[config.mk]
export PLATFORM = sky130hd
export DESIGN_NAME = abr_prim_sec_count
export DESIGN_NICKNAME = d
export VERILOG_FILES = /design/src/rtl/abr_prim_count_pkg.sv /design/src/rtl/abr_prim_flop.sv /design/src/rtl/abr_prim_sec_anchor_buf.sv /design/src/rtl/abr_prim_sec_count.sv
export SDC_FILE = /design/constraint.sdc
export NUM_CORES = 1
export LEC_CHECK = 0
export BUFFER_PORTS_ARGS = -buffer_cell sky130_fd_sc_hd__buf_4
export CORE_ASPECT_RATIO = 1.4
export CORE_MARGIN = 5
export CORE_UTILIZATION = 60
export CTS_BUF_LIST = sky130_fd_sc_hd__clkbuf_2 sky130_fd_sc_hd__clkbuf_4 sky130_fd_sc_hd__clkbuf_8
export DETAILED_ROUTE_END_ITERATION = 7
export GPL_TIMING_DRIVEN = 0
export MAX_ROUTING_LAYER = met4
export PLACE_DENSITY_LB_ADDON = 0.12
export SYNTH_ARGS = -nofsm -noshare
export SYNTH_HDL_FRONTEND = slang
export SYNTH_SLANG_ARGS = --single-unit
[constraint.sdc]
create_clock -name clk_i -period 3.6 [get_ports clk_i]
set_input_delay 0.36 -clock clk_i [delete_from_list [all_inputs] [get_ports clk_i]]
set_output_delay 0.36 -clock clk_i [all_outputs]
set_load 0.1 [all_outputs]
[src/rtl/abr_prim_count_pkg.sv]
// Shared types and helpers for the redundant security counter.
// Contents:
//   abr_count_cmd_e    one-hot-free command produced by the priority encoder
//   sat_add / sat_sub  saturating arithmetic on up to MaxW-bit operands,
//                      with the effective width passed in at run time
package abr_prim_count_pkg;

   localparam int unsigned MaxW = 32;

   typedef enum logic [2:0] {
      CmdHold = 3'd0,
      CmdClr  = 3'd1,
      CmdSet  = 3'd2,
      CmdIncr = 3'd3,
      CmdDecr = 3'd4
   } abr_count_cmd_e;

   // a + b, clamped to the all-ones value of a w-bit counter
   function automatic logic [MaxW-1:0] sat_add(input logic [MaxW-1:0] a,
                                               input logic [MaxW-1:0] b,
                                               input int unsigned     w);
      logic [MaxW:0] sum;
      logic [MaxW:0] maxv;
      sum  = {1'b0, a} + {1'b0, b};
      maxv = ((MaxW+1)'(1) << w) - (MaxW+1)'(1);
      return (sum > maxv) ? maxv[MaxW-1:0] : sum[MaxW-1:0];
   endfunction

   // a - b, clamped to 0
   function automatic logic [MaxW-1:0] sat_sub(input logic [MaxW-1:0] a,
                                               input logic [MaxW-1:0] b);
      return (b > a) ? '0 : (a - b);
   endfunction

endpackage

[src/rtl/abr_prim_flop.sv]
// Plain register with synchronous active-high reset; one instance per
// redundant copy keeps the copies as distinct cells.
// Ports:
//   clk_i  clock
//   rst_i  synchronous reset, loads ResetValue
//   d_i    next value
//   q_o    registered value
module abr_prim_flop #(
   parameter int unsigned      Width      = 8,
   parameter logic [Width-1:0] ResetValue = '0
) (
   input  logic             clk_i,
   input  logic             rst_i,
   input  logic [Width-1:0] d_i,
   output logic [Width-1:0] q_o
);

   logic [Width-1:0] q_q;

   always_ff @(posedge clk_i) begin
      if (rst_i) q_q <= ResetValue;
      else       q_q <= d_i;
   end

   assign q_o = q_q;

endmodule

[src/rtl/abr_prim_sec_anchor_buf.sv]
// Anchor buffer: a preserved boundary so synthesis cannot see through to
// merge the redundant copies or optimise away the consistency checker.
// Ports:
//   in_i   value to anchor
//   out_o  anchored value
module abr_prim_sec_anchor_buf #(
   parameter int unsigned Width = 8
) (
   input  logic [Width-1:0] in_i,
   output logic [Width-1:0] out_o
);

   assign out_o = in_i;

endmodule

[src/rtl/abr_prim_sec_count.sv]
// Hardened saturating up/down counter. Keeps a primary count and an
// inverted-sense secondary count in separate registers, each updated from
// its own anchored value; any disagreement raises a sticky fault.
// Ports:
//   clk_i               clock
//   rst_i               synchronous active-high reset
//   clr_i               load ResetValue
//   set_i               load set_cnt_i
//   set_cnt_i           value for set
//   incr_en_i           saturating add of step_i
//   decr_en_i           saturating subtract of step_i
//   step_i              step magnitude
//   cnt_o               anchored primary count
//   cnt_after_commit_o  combinational next primary value
//   err_o               redundancy fault (live mismatch OR latched)
module abr_prim_sec_count
   import abr_prim_count_pkg::*;
#(
   parameter int unsigned      Width      = 8,
   parameter logic [Width-1:0] ResetValue = '0
) (
   input  logic             clk_i,
   input  logic             rst_i,
   input  logic             clr_i,
   input  logic             set_i,
   input  logic [Width-1:0] set_cnt_i,
   input  logic             incr_en_i,
   input  logic             decr_en_i,
   input  logic [Width-1:0] step_i,
   output logic [Width-1:0] cnt_o,
   output logic [Width-1:0] cnt_after_commit_o,
   output logic             err_o
);

   abr_count_cmd_e   cmd;
   logic [Width-1:0] cnt_d, cnt_q, cnt_a;
   logic [Width-1:0] cnt_n_d, cnt_n_q, cnt_n_a;
   logic             mismatch;
   logic             err_d, err_q;

   // Priority encoder; a zero step is folded into hold
   always_comb begin
      cmd = CmdHold;
      if (clr_i)                                       cmd = CmdClr;
      else if (set_i)                                  cmd = CmdSet;
      else if ((incr_en_i ^ decr_en_i) && (step_i != '0))
         cmd = incr_en_i ? CmdIncr : CmdDecr;
   end

   // Next values; each copy is derived only from its own anchored register
   always_comb begin
      cnt_d   = cnt_a;
      cnt_n_d = cnt_n_a;
      unique case (cmd)
         CmdClr: begin
            cnt_d   = ResetValue;
            cnt_n_d = ~ResetValue;
         end
         CmdSet: begin
            cnt_d   = set_cnt_i;
            cnt_n_d = ~set_cnt_i;
         end
         CmdIncr: begin
            cnt_d   = Width'(sat_add(MaxW'(cnt_a), MaxW'(step_i), Width));
            cnt_n_d = Width'(sat_sub(MaxW'(cnt_n_a), MaxW'(step_i)));
         end
         CmdDecr: begin
            cnt_d   = Width'(sat_sub(MaxW'(cnt_a), MaxW'(step_i)));
            cnt_n_d = Width'(sat_add(MaxW'(cnt_n_a), MaxW'(step_i), Width));
         end
         default: begin
            cnt_d   = cnt_a;
            cnt_n_d = cnt_n_a;
         end
      endcase
   end

   abr_prim_flop #(.Width(Width), .ResetValue(ResetValue)) u_cnt_flop (
      .clk_i (clk_i),
      .rst_i (rst_i),
      .d_i   (cnt_d),
      .q_o   (cnt_q)
   );

   abr_prim_flop #(.Width(Width), .ResetValue(~ResetValue)) u_cnt_n_flop (
      .clk_i (clk_i),
      .rst_i (rst_i),
      .d_i   (cnt_n_d),
      .q_o   (cnt_n_q)
   );

   abr_prim_sec_anchor_buf #(.Width(Width)) u_cnt_buf (
      .in_i  (cnt_q),
      .out_o (cnt_a)
   );

   abr_prim_sec_anchor_buf #(.Width(Width)) u_cnt_n_buf (
      .in_i  (cnt_n_q),
      .out_o (cnt_n_a)
   );

   // Copies must always be exact complements
   assign mismatch = (cnt_a ^ cnt_n_a) != {Width{1'b1}};
   assign err_d    = err_q | mismatch;

   always_ff @(posedge clk_i) begin
      if (rst_i) err_q <= 1'b0;
      else       err_q <= err_d;
   end

   assign cnt_o              = cnt_a;
   assign cnt_after_commit_o = cnt_d;
   assign err_o              = mismatch | err_q;

   // Saturating arithmetic: an increment never lowers, a decrement never raises
   incr_no_wrap_a: assert property (@(posedge clk_i) disable iff (rst_i)
      (cmd == CmdIncr) |=> (cnt_o >= $past(cnt_o)));
   decr_no_wrap_a: assert property (@(posedge clk_i) disable iff (rst_i)
      (cmd == CmdDecr) |=> (cnt_o <= $past(cnt_o)));

endmodule

==> results of run 1 <==
==> Yosys cell counts, types with 3 or more instances <==
library cell	n
fa_1	4
nor2_1	32
or2_2	3
o21ai_0	19
a221oi_1	3
a2bb2oi_1	4
and2_1	5
nor4_1	5
ha_1	32
a21oi_1	26
xnor2_1	20
nand2_1	11
o21a_1	6
dfxtp_1	17
o21bai_1	5
nor3_1	13
a211oi_1	8
nand2b_1	8
o211ai_1	4
a21boi_0	3
nor2b_1	7
xor2_1	4
a31oi_1	4
clkbuf_1	9
inv_1	27
==> layout make-up <==
class | instances | area, um^2 | area share (%)
Multi-Input combinational cell | 273 | 2092 | 70.40
Sequential cell | 17 | 340.3 | 11.45
Timing Repair Buffer | 37 | 277.8 | 9.347
Inverter | 27 | 101.3 | 3.411
Tap cell | 45 | 56.30 | 1.895
Buffer | 12 | 55.05 | 1.853
Clock buffer | 4 | 48.80 | 1.642
==> per-stage QoR <==
step                total power, uW  utilization [%]
global route                  956.4            70.68
finish                        909.4            70.68
global placement              728.8            69.38
floorplan                     614.0                -
detailed placement            736.6            69.38
CTS                           902.1            70.54
==> critical path, stage by stage, from the launching register on <==
cell,delay (ns)
dfxtp_1,0.37
inv_1,0.07
ha_1,0.16
inv_1,0.05
fa_1,0.41
a211oi_2,0.26
nor2_1,0.13
o311ai_4,0.46
inv_1,0.19
a221oi_2,0.42
nor2_4,0.04
buf_4,0.23
==> where the power goes <==
| part | internal, uW | switching (uW) |
|---|---|---|
| clock network | 86.6 | 82.4 |
| registers | 201 | 19.5 |
| logic | 181 | 339 |
| total | 469 | 441 |
==> cells by family (layout without fill, tap and decap cells) <==
group	after synthesis	after routing	synth area share [%]
AO/OA/AOI/OAI	109	109	30.26
XOR/XNOR	24	24	8.187
AND/OR/NAND/NOR	104	104	23.49
buffers and inverters	39	80	6.092
flip-flops	17	17	13.26
adder cells (fa/ha/maj)	36	36	18.71
==> worst paths after layout <==
kind                                      end  slack [ns]
max                     cnt_after_commit_o[1]        0.16
min          u_cnt_n_flop.q_o[7]$_SDFFE_PP1N_        0.39
min reg2reg  u_cnt_n_flop.q_o[0]$_SDFFE_PP1N_        0.54
max reg2reg      u_cnt_flop.q_o[1]$_SDFF_PP0_        0.85
==> registers in the layout, summed over array words and instances (netlist names) <==
name,cells
err_q,1
u_cnt_flop.q_o,8
u_cnt_n_flop.q_o,8
==> routing by layer <==
layer,wire length (um),track usage (%),vias to the layer above,part of all wire [%]
met5,0,-,-,0
met4,226,13.40,0,2.9
met3,279,2.842,22,3.6
met2,3980,50.78,76,52
met1,3205,31.14,1240,42
li1,-,-,1286,-
==> layout by cell type, fill, tap and decap left out, types with 7 or more instances in the layout <==
master | Yosys | final
xnor2_1 | 20 | 20
dfxtp_1 | 17 | 17
nand2b_1 | 8 | 8
nor2b_1 | 7 | 7
clkbuf_1 | 9 | 9
buf_4 | 0 | 37
nor2_1 | 32 | 31
a21oi_1 | 26 | 26
nor3_1 | 13 | 13
nand2_1 | 11 | 11
ha_1 | 32 | 32
o21ai_0 | 19 | 18
a211oi_1 | 8 | 8
inv_1 | 27 | 27
==> what timing repair did <==
| action | 4_1_cts | 5_1_grt |
|---|---|---|
| endpoints found under the setup margin | 0 | 1 |
| endpoints found under the hold margin | 0 | 0 |
| gates resized for setup | 0 | 1 |
==> out/results.ini, run 1 <==
[worst_hold_path]
hold_start=set_cnt_i[7]
hold_depth=4
hp-class=primary input to flop

[sta]
worst_pin_slew_ns=0.7952
rsz0062_at_grt=no
slew_headroom_pct=46.58
setup_viol=0
fin_worst_skew_ns=0.001463
period_minus_slack_ns=3.443
holdWs_ns=0.3891
fin_tns_setup_ns=0
hold_viol_final=0
maxSlewViolCount=0
fmax_mhz=290.4
period_share_pct=95.65
finalWorstSetupSlack_ns=0.1567

[run]
cap_violations=0

[route]
wl_per_cell_um=18.53
dr.first_iter.drc_count=165
drtAntennaViolNets=0
drcViolationCount=0
drt_first_pass_iters=4
via_per_inst=6.323
vias=2624
routed_wl_mm=7.691

[setup_path]
cp-start-kind=flop
reg2reg_from=u_cnt_flop.q_o[0]$_SDFF_PP0_
critPathRequiredTime_ns=3.24
path_max_fanout=7
crit_type=flop to output pin
reg2reg_depth=10
crit_start=u_cnt_flop.q_o[0]$_SDFF_PP0_
crit_arrival_ns=3.08
crit_path_end_kind=output pin

[cells_and_area]
fin_nets=429
layout.cells.non_filler=415
antenna_cells=0
final_area_um2=2972
fillCellCount=377
syn_to_final_growth_pct=15.74
drive_gt1_share_pct=18.11

[synthesis]
synthesis.area_um2=2567
ys_seq_area_share_pct=13.26
yosys_warnings=0
yosysUniqueCellTypes=66
syn_inst=329
synth_area_leaders=ha_1 16%, dfxtp_1 13%, xnor2_1 6.8%
async_flop_share_pct=0
synth_nets=387
ys_seq_elements=17
synth_top_area_share_pct=15.59
synth_top_cell_by_area=ha_1
ys.flop_type=dfxtp_1
synth_edf_count=0
avgSynthCellArea_um2=7.804

[clock_network]
cts_buffers=3
clock_latency_ns=0.26
ctsHoldBuffers=0
cts_buffer_depth=2
tritoncts=built
clkTransAtPathRegs_ns=0.08
post_cts_buffers=0
h-tree-depth=1
cts_root_buf=clkbuf_8
cts.sinks=17

[placement]
dp.cells=411
gp_congestion=0.9629
place_ws_ns=0.1815
hpwlAfterDp_mm=6.238
placed_area_um2=2917
io_buffer_count=37

[global_route]
track_usage_pct=28.42
grt_pass1_wl_mm=12.12
antenna_found_initial=0
grt_max_degree=11
grt_remaining_overflow=0
grt_pass1_vias=2595

[die]
initial_core_util_pct=61.07
rows=28
chipWidth_um=65.29
core_region_area_um2=4204
chipHeight_um=87.40
dieArea_um2=5706
io_pins=39

[power]
leakage_uw=0.001231
vdd_drop_max_uv=156.1
pwr_density_cell_nw_per_um2=306.0

[status]
outcome=finished, final reports clean

Power figures use the tool's default switching activity.
==> run 2: changes to the inputs <==
Settings changed: CELL_PAD_IN_SITES_DETAIL_PLACEMENT from default to 0, CELL_PAD_IN_SITES_GLOBAL_PLACEMENT from default to 1, CORE_UTILIZATION 60 to 45.
==> out/results.ini, run 2 (synthesized netlist as in run 1, its figures left out) <==
[die]
initial_core_util_pct=46.47
rows=32
core_region_area_um2=5525
io_pins=39
chipHeight_um=99.38
chipWidth_um=73.84
dieArea_um2=7338

[cells_and_area]
layout.cells.non_filler=441
syn_to_final_growth_pct=17.64
final_common_cell=buf_4
fillCellCount=590
fin_util_pct=54.66
antenna_cells=0
drive_gt1_share_pct=18.77
final_area_um2=3020
fin_nets=432
final_cell_mix=40 x buf_4, 32 x ha_1, 31 x nor2_1

[global_route]
grt_pass1_vias=2573
antenna_found_initial=0
grt_max_degree=11
grt_pass1_wl_mm=12.91
track_usage_pct=23.29
grt_remaining_overflow=0

[sta]
fin_tns_setup_ns=0
finalWorstSetupSlack_ns=0.3250
fmax_mhz=305.3
worst_pin_slew_ns=0.8505
period_share_pct=90.97
slew_headroom_pct=42.86
period_minus_slack_ns=3.275
hold_viol_final=0
setup_viol=0
fin_worst_skew_ns=0.007244
rsz0062_at_grt=no
maxSlewViolCount=0

[run]
cap_violations=0

[placement]
placed_area_um2=2945
io_buffer_count=37
place_ws_ns=0.08003
hpwlAfterDp_mm=6.641
gp_congestion=0.8862
dp.cells=434

[route]
drtAntennaViolNets=0
via_per_inst=5.719
wl_per_cell_um=18.19
dr.first_iter.drc_count=152
routed_wl_mm=8.022
drcViolationCount=0
drt_first_pass_iters=5
vias=2522

[clock_network]
cts_root_buf=clkbuf_8
tritoncts=built
cts_buffer_depth=2
ctsHoldBuffers=0
clkTransAtPathRegs_ns=0.08
h-tree-depth=1
clock_latency_ns=0.27
cts_buffers=3
cts.sinks=17

[power]
pwr_density_cell_nw_per_um2=297.7
leakage_uw=0.001243
vdd_drop_max_uv=109.6

[worst_hold_path]
hp-class=primary input to flop

[setup_path]
cp-start-kind=flop
critPathRequiredTime_ns=3.24
path_max_fanout=6
crit_arrival_ns=2.92
crit_type=flop to output pin
crit_path_end_kind=output pin

[status]
outcome=finished, final reports clean

## run 2: cell types whose count changed in the layout (fill, tap and decap cells not counted)
cell,delta
buf_4,+3
clkbuf_4,-1
clkinv_2,+1
## run 2: timing repair
action | in CTS | in global routing
setup endpoints to repair | 1 | 2
buffers inserted | 0 | 3
pin swaps | 0 | 1
gates resized for setup | 1 | 0
## run 2: routing by layer
layer	vias to the layer above	track usage [%]	share of wire [%]
met5	-	-	0
met4	0	7.252	2.3
met3	15	1.112	2.8
met2	53	42.08	53
met1	1161	26.91	42
li1	1293	-	-
## run 2: critical path, stage by stage, from the launching register on
cell	delay, ns
dfxtp_1	0.37
inv_1	0.08
ha_1	0.15
inv_1	0.05
fa_1	0.41
a211oi_2	0.27
nor2_1	0.15
o311ai_4	0.22
buf_4	0.20
buf_4	0.12
nor2_1	0.04
o32a_2	0.34
buf_4	0.24
## run 2: worst paths after layout
kind	startpoint	end	slack, ns	cells past startpoint
min	set_cnt_i[7]	u_cnt_n_flop.q_o[7]$_SDFFE_PP1N_	0.39	4
max reg2reg	u_cnt_flop.q_o[0]$_SDFF_PP0_	u_cnt_flop.q_o[2]$_SDFF_PP0_	0.94	12
max	u_cnt_flop.q_o[0]$_SDFF_PP0_	cnt_after_commit_o[2]	0.32	12
min reg2reg	u_cnt_n_flop.q_o[0]$_SDFFE_PP1N_	u_cnt_n_flop.q_o[0]$_SDFFE_PP1N_	0.54	2
## run 2: layout make-up
cell class | count | area (um^2) | share of cell area, %
Multi-Input combinational cell | 273 | 2092 | 69.26
Clock buffer | 3 | 41.29 | 1.367
Sequential cell | 17 | 340.3 | 11.27
Clock inverter | 1 | 5.005 | 0.1657
Timing Repair Buffer | 40 | 300.3 | 9.942
Buffer | 12 | 55.05 | 1.823
Tap cell | 68 | 85.08 | 2.817
Inverter | 27 | 101.3 | 3.355
## run 2: power breakdown
part	switching (uW)	leakage (uW)	internal, uW	total (uW)
registers	20.1	0.000140	201	221
clock network	79.1	0.0000255	77.4	156
logic	340	0.00108	181	521
## run 2: stage by stage
step,power (uW),hold WS (ns)
after global placement,740.1,0.5180
after global routing,957.9,0.4204
after detailed placement,744.0,0.5295
after floorplan,614.0,0.4869
after CTS,902.9,0.3875
final,899.2,0.3948
==> run 3: changes to the inputs <==
Settings changed: CORE_UTILIZATION 45 to 47, SLEW_MARGIN from default to 5.
==> out/results.ini, run 3 (synthesized netlist as in run 1, its figures left out) <==
[die]
dieArea_um2=7062
io_pins=39
core_region_area_um2=5236
rows=31
chipHeight_um=97.45
initial_core_util_pct=49.03
chipWidth_um=72.47

[route]
drtAntennaViolNets=0
dr.first_iter.drc_count=117
vias=2544
via_per_inst=5.795
drcViolationCount=0
wl_per_cell_um=17.85
routed_wl_mm=7.834
drt_first_pass_iters=4

[clock_network]
tritoncts=built
clkTransAtPathRegs_ns=0.07
cts_buffer_depth=2
cts_root_buf=clkbuf_8
ctsHoldBuffers=0
h-tree-depth=1
cts_buffers=3
cts.sinks=17
clock_latency_ns=0.26

[sta]
fin_tns_setup_ns=0
fmax_mhz=291.8
rsz0062_at_grt=no
period_share_pct=95.21
maxSlewViolCount=0
fin_worst_skew_ns=0.004635
setup_viol=0
slew_headroom_pct=44.52
worst_pin_slew_ns=0.8258
hold_viol_final=0
period_minus_slack_ns=3.427
holdWs_ns=0.3986
finalWorstSetupSlack_ns=0.1725

[placement]
hpwlAfterDp_mm=6.503
gp_congestion=0.8395
io_buffer_count=37
placed_area_um2=2943
place_ws_ns=0.07206

[cells_and_area]
final_cell_mix=40 x buf_4, 32 x ha_1, 31 x nor2_1
syn_to_final_growth_pct=17.54
final_area_um2=3018
antenna_cells=0
drive_gt1_share_pct=18.77
final_common_cell=buf_4
fin_nets=432

[power]
swShare_pct=48.55
comb_power_share_pct=58.3
p_seq_share_pct=24.8
vdd_drop_max_uv=134.9
leakage_uw=0.001243
p_int_uw=459.6
power_frac_clock_pct=16.9
pwr_density_cell_nw_per_um2=296.0
p_sw_uw=433.7
total_power_uw=893.3

[setup_path]
crit_slowest_cell=fa_1
crit_cells=11
critPathRequiredTime_ns=3.24
rrSetupSlack_ns=0.78
crit_arrival_ns=3.07
path_cells=inv_1, ha_1, inv_1, fa_1, a211oi_2, nor2_1, o311ai_4, buf_4, nor3_1, or3_4, buf_4
critPathBufInv=4
path_max_fanout=5
critical_path.top_delay_family=compound AO/OA/AOI/OAI gates
crit_path_end_kind=output pin
cp-start-kind=flop
crit_start=u_cnt_flop.q_o[0]$_SDFF_PP0_
reg2reg_from=u_cnt_flop.q_o[0]$_SDFF_PP0_
r2r-end=u_cnt_flop.q_o[4]$_SDFF_PP0_
slowest_delay_ns=0.41
endpoint=cnt_after_commit_o[4]
crit_type=flop to output pin
reg2reg_depth=11

[global_route]
track_usage_pct=23.32
grt_pass1_wl_mm=12.70
grt_max_degree=11
grt_remaining_overflow=0
antenna_found_initial=0
grt_pass1_vias=2539

[status]
outcome=finished, final reports clean

[worst_hold_path]
hp-class=primary input to flop

[run]
cap_violations=0

==> run 3: area by class of cell <==
type	count	area, um^2
buffer	12	55.05
clock buffer	3	41.29
clock inverter	1	5.005
fill	520	2218
inverter	27	101.3
multi-input combinational	273	2092
sequential	17	340.3
tap	66	82.58
timing repair buffer	40	300.3
==> run 3: how the worst min path moves through the flow <==
stage	start	cells past startpoint	to	slack, ns
after floorplan	u_cnt_n_flop.q_o[0]$_SDFFE_PP1N_	2	u_cnt_n_flop.q_o[0]$_SDFFE_PP1N_	0.49
after global routing	set_cnt_i[7]	4	u_cnt_n_flop.q_o[7]$_SDFFE_PP1N_	0.43
final	set_cnt_i[7]	4	u_cnt_n_flop.q_o[7]$_SDFFE_PP1N_	0.40
after detailed placement	u_cnt_n_flop.q_o[0]$_SDFFE_PP1N_	2	u_cnt_n_flop.q_o[0]$_SDFFE_PP1N_	0.52
after global placement	u_cnt_n_flop.q_o[0]$_SDFFE_PP1N_	2	u_cnt_n_flop.q_o[0]$_SDFFE_PP1N_	0.52
after CTS	set_cnt_i[7]	4	u_cnt_n_flop.q_o[7]$_SDFFE_PP1N_	0.40
==> run 3: per-stage QoR <==
step                      utilization [%]  cells
after floorplan                         -    329
after global placement              56.20    432
after detailed placement            56.20    432
after CTS                           57.20    436
after global routing                57.63    439
final                               57.63    439
==> run 3: power by group through the flow <==
stage | Sequential (uW) | Clock (uW) | Combinational (uW)
after floorplan | 263 | 0 | 351
after global placement | 225 | 0 | 515
after detailed placement | 225 | 0 | 516
after CTS | 221 | 150 | 521
after global routing | 224 | 159 | 566
final | 221 | 151 | 521
==> run 3: repair_timing <==
item,in CTS,in global routing
setup endpoints to repair,1,3
buffers inserted,0,3
pin swaps,0,1
resized for setup,1,0
==> run 3: layer usage <==
layer	track usage, %	share of wire [%]	vias up
li1	-	-	1292
met1	27.38	43	1189
met2	41.61	53	48
met3	1.449	2.5	15
met4	7.102	2.1	0
met5	-	0	-
==> run 3: tightest hold or removal path, delay by kind of cell <==
kind            cells  cell delay, ns
compound gates      2            0.11
buf+inv             1            0.09
simple gates        1            0.04
